## src/rtl/iua_uart_tx.sv

```systemverilog
`default_nettype none
// ============================================================================
//  Module      : iua_uart_tx
//  Description : 8N1 UART transmitter with a small input FIFO.
//                Bytes are pushed through a valid/ready handshake into a
//                2^LOG2_DEPTH-entry FIFO and serialized LSB first. Each bit
//                lasts DIV+1 clock cycles. Frames go out back-to-back while
//                the FIFO holds data.
//  Ports       : clk       - system clock, rising edge
//                rst_n     - asynchronous active-low reset
//                in_data   - byte to transmit
//                in_valid  - in_data is valid
//                in_ready  - FIFO can accept a byte this cycle
//                uart_tx   - registered serial line, idle high
//                idle      - FIFO empty and no frame in progress
//  Revision    : 1.0 - initial release
// ============================================================================
module iua_uart_tx #(
    parameter int DIV        = 23,
    parameter int LOG2_DEPTH = 2
) (
    input  logic       clk,
    input  logic       rst_n,
    input  logic [7:0] in_data,
    input  logic       in_valid,
    output logic       in_ready,
    output logic       uart_tx,
    output logic       idle
);

    localparam int                  C_DEPTH     = 1 << LOG2_DEPTH;
    localparam int                  C_TW        = (DIV < 1) ? 1 : $clog2(DIV + 1);
    localparam logic [C_TW-1:0]     C_DIV       = C_TW'(DIV);
    // Pointer XOR pattern that means "full": MSBs differ, low bits equal.
    localparam logic [LOG2_DEPTH:0] C_FULL_DIFF = (LOG2_DEPTH + 1)'(C_DEPTH);

    typedef enum logic [1:0] {
        S_IDLE  = 2'd0,
        S_START = 2'd1,
        S_DATA  = 2'd2,
        S_STOP  = 2'd3
    } state_t;

    // ------------------------------------------------------------------
    // FIFO
    // ------------------------------------------------------------------
    logic [7:0]          r_mem [C_DEPTH];
    logic [LOG2_DEPTH:0] r_wr_ptr;
    logic [LOG2_DEPTH:0] r_rd_ptr;
    logic                w_empty;
    logic                w_full;
    logic                w_push;
    logic                w_pop;

    assign w_empty  = (r_wr_ptr == r_rd_ptr);
    assign w_full   = ((r_wr_ptr ^ r_rd_ptr) == C_FULL_DIFF);
    // in_ready depends only on registered pointers, so a pop in the same
    // cycle never lets a full FIFO take a byte.
    assign in_ready = ~w_full;
    assign w_push   = in_valid & ~w_full;

    // Storage carries no reset; the pointers alone define its contents.
    always_ff @(posedge clk) begin
        if (w_push) begin
            r_mem[r_wr_ptr[LOG2_DEPTH-1:0]] <= in_data;
        end
    end

    always_ff @(posedge clk or negedge rst_n) begin
        if (!rst_n) begin
            r_wr_ptr <= '0;
            r_rd_ptr <= '0;
        end else begin
            if (w_push) begin
                r_wr_ptr <= r_wr_ptr + 1'b1;
            end
            if (w_pop) begin
                r_rd_ptr <= r_rd_ptr + 1'b1;
            end
        end
    end

    // ------------------------------------------------------------------
    // Serializer
    // ------------------------------------------------------------------
    state_t          r_state;
    state_t          w_state_nxt;
    logic [C_TW-1:0] r_timer;
    logic [C_TW-1:0] w_timer_nxt;
    logic [2:0]      r_bit_idx;
    logic [2:0]      w_bit_idx_nxt;
    logic [7:0]      r_shift;
    logic            w_tx_nxt;

    always_ff @(posedge clk or negedge rst_n) begin
        if (!rst_n) begin
            r_state   <= S_IDLE;
            r_timer   <= '0;
            r_bit_idx <= '0;
            r_shift   <= '0;
            uart_tx   <= 1'b1;
        end else begin
            r_state   <= w_state_nxt;
            r_timer   <= w_timer_nxt;
            r_bit_idx <= w_bit_idx_nxt;
            uart_tx   <= w_tx_nxt;
            if (w_pop) begin
                r_shift <= r_mem[r_rd_ptr[LOG2_DEPTH-1:0]];
            end
        end
    end

    always_comb begin
        w_state_nxt   = r_state;
        w_timer_nxt   = r_timer;
        w_bit_idx_nxt = r_bit_idx;
        w_pop         = 1'b0;
        // The line follows the current state, so it trails the state
        // register by one cycle; every level still lasts DIV+1 cycles.
        w_tx_nxt      = 1'b1;

        case (r_state)
            S_IDLE: begin
                w_tx_nxt = 1'b1;
                if (!w_empty) begin
                    w_state_nxt = S_START;
                    w_timer_nxt = C_DIV;
                    w_pop       = 1'b1;
                end
            end
            S_START: begin
                w_tx_nxt = 1'b0;
                if (r_timer == '0) begin
                    w_state_nxt   = S_DATA;
                    w_timer_nxt   = C_DIV;
                    w_bit_idx_nxt = 3'd0;
                end else begin
                    w_timer_nxt = r_timer - 1'b1;
                end
            end
            S_DATA: begin
                w_tx_nxt = r_shift[r_bit_idx];
                if (r_timer == '0) begin
                    w_timer_nxt = C_DIV;
                    if (r_bit_idx == 3'd7) begin
                        w_state_nxt   = S_STOP;
                        w_bit_idx_nxt = 3'd0;
                    end else begin
                        w_bit_idx_nxt = r_bit_idx + 3'd1;
                    end
                end else begin
                    w_timer_nxt = r_timer - 1'b1;
                end
            end
            S_STOP: begin
                w_tx_nxt = 1'b1;
                if (r_timer == '0) begin
                    // Chain straight into the next frame when data waits.
                    if (!w_empty) begin
                        w_state_nxt = S_START;
                        w_timer_nxt = C_DIV;
                        w_pop       = 1'b1;
                    end else begin
                        w_state_nxt = S_IDLE;
                    end
                end else begin
                    w_timer_nxt = r_timer - 1'b1;
                end
            end
            default: begin
                w_state_nxt = S_IDLE;
            end
        endcase
    end

    assign idle = (r_state == S_IDLE) & w_empty;

endmodule
`default_nettype wire

```

## config.mk

```make
export PLATFORM = sky130hd
export DESIGN_NAME = iua_uart_tx
export DESIGN_NICKNAME = d
export VERILOG_FILES = /design/src/rtl/iua_uart_tx.sv
export SDC_FILE = /design/constraint.sdc
export NUM_CORES = 1
export LEC_CHECK = 0
export ABC_AREA = 1
export BUFFER_PORTS_ARGS = -buffer_cell sky130_fd_sc_hd__buf_2
export CELL_PAD_IN_SITES_DETAIL_PLACEMENT = 1
export CELL_PAD_IN_SITES_GLOBAL_PLACEMENT = 2
export CORE_MARGIN = 2
export CORE_UTILIZATION = 43
export CTS_CLUSTER_SIZE = 28
export DETAILED_ROUTE_END_ITERATION = 7
export MAX_ROUTING_LAYER = met4
export PLACE_DENSITY = 0.8
export SKIP_LAST_GASP = 1
export SLEW_MARGIN = 20
export SYNTH_ARGS = -nofsm -noshare
export SYNTH_HDL_FRONTEND = slang
export SYNTH_SLANG_ARGS = --single-unit
```

## constraint.sdc

```tcl
create_clock -name clk -period 3.62 [get_ports clk]
set_input_delay 0 -clock clk [delete_from_list [all_inputs] [get_ports clk]]
set_output_delay 0 -clock clk [all_outputs]
set_load 0.01 [all_outputs]
```

==> qor.yml <==
final_layout:
  postLayoutCoreUtil_pct: 50.21
  n_antenna_cell: 0
  drive_gt1_share_pct: 18.95
  fin_area_mm2: 0.003188
  area_growth_pct: 13.19
  post_layout_nonfiller_instances: 383
  num-nets-final: 325
logic_synthesis:
  ys_seq_elements: 57
  syn_nets: 298
  yosysMostFrequentCell: "inv_1"
  ys_warn_count: 0
  syn_area_per_cell_um2: 10.28
  synth_edf_count: 32
  yosysTopAreaCell: "edfxtp_1"
  postSynthCellCount: 274
  ys_types: 31
  synth_common_cells: "inv_1, nand2_1, edfxtp_1"
  synthesis.area_mm2: 0.002816
  yosysSeqAreaShare_pct: 56.37
  synth_top_area_share_pct: 34.12
  synthFlopType: "edfxtp_1"
  async_flop_share_pct: 43.86
  synth_area_leaders: "edfxtp_1, dfrtp_1, ha_1"
setup_path:
  slowest_stage: "dfrtp_1"
  crit_path_start_kind: "register"
  critical_path.top_delay_family: "simple AND/OR/NAND/NOR gates"
  path_common_cell: "nand2_2"
  worst_setup_path_end_kind: "register"
  critPathMaxStageDelay_ns: 0.78
  path_buf_inv: 1
  crit_path_cell_trace: "inv_8, nand2_2, nand2_2, nand3_2, nand2_2, nor2_1"
  crit_fanout: 20
  arrival_ns: 2.18
  path_class: "reg -> reg"
  critPathRequiredTime_ns: 3.58
placement:
  place_worst_setup_slack_ns: 1.415
  numPlacedInstances: 358
  placedInstanceArea_mm2: 0.002927
  place_congestion: 0.8633
  port_buffers: 13
  dp.final_hpwl_um: 4248
drt:
  dr_wl_met3_um: 152
  drt-total-wl_um: 5851
  drt_iter0_drc: 71
  wl_met1_um: 2827
  antenna_left: 0
  via_count: 1899
  highest-signal-layer: "met4"
  post_drt_wl_per_cell_um: 15.28
  met2_length_um: 2790
  drt-vias-per-instance: 4.958
  drc: 0
  firstDrtPassIters: 4
sta:
  setup_total_negative_slack_ns: 0
  rsz0062_at_grt: "no"
  max_slew_margin_pct: 54.72
  skew_ns: 0.009541
  period_needed_ns: 2.216
  setup_violations: 0
  worst_pin_slew_ns: 0.6791
  slew_viol_final: 0
  worst_slack_ns: 1.404
  fin_crit_sh_pct: 61.21
  timing.final.hold_violations: 0
  fmaxAchievable_mhz: 451.3
floorplan:
  start_util_pct: 44.35
  die_h_um: 84.93
  core_region_area_mm2: 0.006350
  die_w_um: 84.93
  dieArea_mm2: 0.007213
  num_rows: 29
  ios: 14
cts:
  htreeDepth: 3
  clk-insertion-delay-late_ns: 0.33
  clk_pin_slew_ns: 0.07
  cts_tree: "yes"
  numCtsBuffers: 9
  cts_sinks: 57
  clk_path_buf_depth: 2
  post_cts_buffers: 0
  clock-root-buffer: "clkbuf_8"
global_routing:
  grt_antenna_before_repair: 0
  gr-total-overflow: 0
  grt_max_degree: 26
  track_usage_pct: 18.55
  grt_pass1_vias: 1960
  grt_pass1_wl_um: 9839
power_and_ir_drop:
  vdd_ir_drop_max_mv: 0.3472
  leakage_nw: 1.381
  cellPowerDensity_mw_per_mm2: 500.4
hold_path:
  hp-class: "in -> reg"
run_status:
  status: "finished clean"
job:
  cap_violations: 0
-- sequential cells by signal (all words and copies together) (netlist names) --
| name | flops |
|---|---|
| r_timer | 5 |
| r_wr_ptr | 3 |
| r_shift | 8 |
| r_state | 2 |
| uart_tx | 1 |
| r_rd_ptr | 3 |
| r_bit_idx | 3 |
| r_mem | 32 |
-- per-layer routing --
layer | GRT usage (%) | vias to the layer above
met4 | 6.638 | 0
met2 | 28.99 | 27
met5 | - | -
met1 | 23.70 | 900
li1 | - | 965
met3 | 4.475 | 7
-- layout make-up --
class	count	area, µm²
fillers	713	3162
flip-flops and latches	57	1588
multi-input cells	169	1012
inverters	42	165.2
repair buffers	22	155.1
clock buffers	9	123.9
well taps	77	96.34
clock inverters	7	47.55
-- layout by cell type (no fill, tap or decap), types with 2 or more instances in the layout --
cell type      instances
a21oi_1                6
buf_2                 13
clkbuf_8               9
clkinvlp_4             4
dfrtp_1               24
dlygate4sd3_1          9
edfxtp_1              32
ha_1                  13
inv_1                 39
inv_2                  2
nand2_1               37
nand2_2                6
nand3_1               18
nand3_4                3
nor2_1                28
nor2_4                 2
o21ai_0               26
o21ai_2               10
o22ai_1                8
xnor2_1                2
-- worst register-to-register path: stages (launching register included) --
cell and delay [ns]:
dfrtp_1 0.78, inv_8 0.11, nand2_2 0.10, nand2_2 0.09, nand3_2 0.11, nand2_2 0.14, nor2_1 0.52
-- what timing repair did --
action                                  4_1_cts  5_1_grt
hold buffers                                  9        0
gates resized for setup                       0        0
endpoints found under the setup margin        0        0
endpoints found under the hold margin        56        0
-- path summary, 6_finish.rpt --
| path | from | endpoint | slack [ns] | depth (start not counted) |
|---|---|---|---|---|
| setup / recovery | r_rd_ptr[0] | r_mem[1][5] | 1.40 | 6 |
| hold / removal | in_valid | r_wr_ptr[0] | 0.08 | 3 |
| setup reg to reg | r_rd_ptr[0] | r_mem[1][5] | 1.40 | 6 |
| hold reg to reg | r_shift[3] | r_shift[3] | 0.49 | 2 |
| max in group asynchronous | rst_n | r_wr_ptr[1] | 3.02 | 2 |
| min in group asynchronous | rst_n | r_bit_idx[2] | 0.20 | 2 |
-- per-stage QoR --
stage / hold WS [ns] / total power, mW
6_report: 0.08094 / 1.595
5_1_grt: 0.09983 / 1.689
4_1_cts: 0.07192 / 1.621
3_5_place_dp: 0.05156 / 1.097
3_3_place_gp: 0.04671 / 1.087
2_1_floorplan: -0.2956 / 1.006
-- where the power goes --
group          total, mW  switching, mW  internal, mW
sequential         0.823         0.0395         0.784
combinational      0.264          0.188        0.0759
clock              0.508          0.264         0.245
-- kinds of logic after synthesis --
group                      count (synthesis)  synth area share [%]
AOI/OAI and AO/OA                         54                 11.95
xor gates and xnor gates                   3                0.9331
adders and majority gates                 13                 5.775
buffers and inverters                     48                 7.686
and+or+nand+nor                           99                 17.28
DFF                                       57                 56.38
No activity file was read; power rests on OpenSTA's default activity.
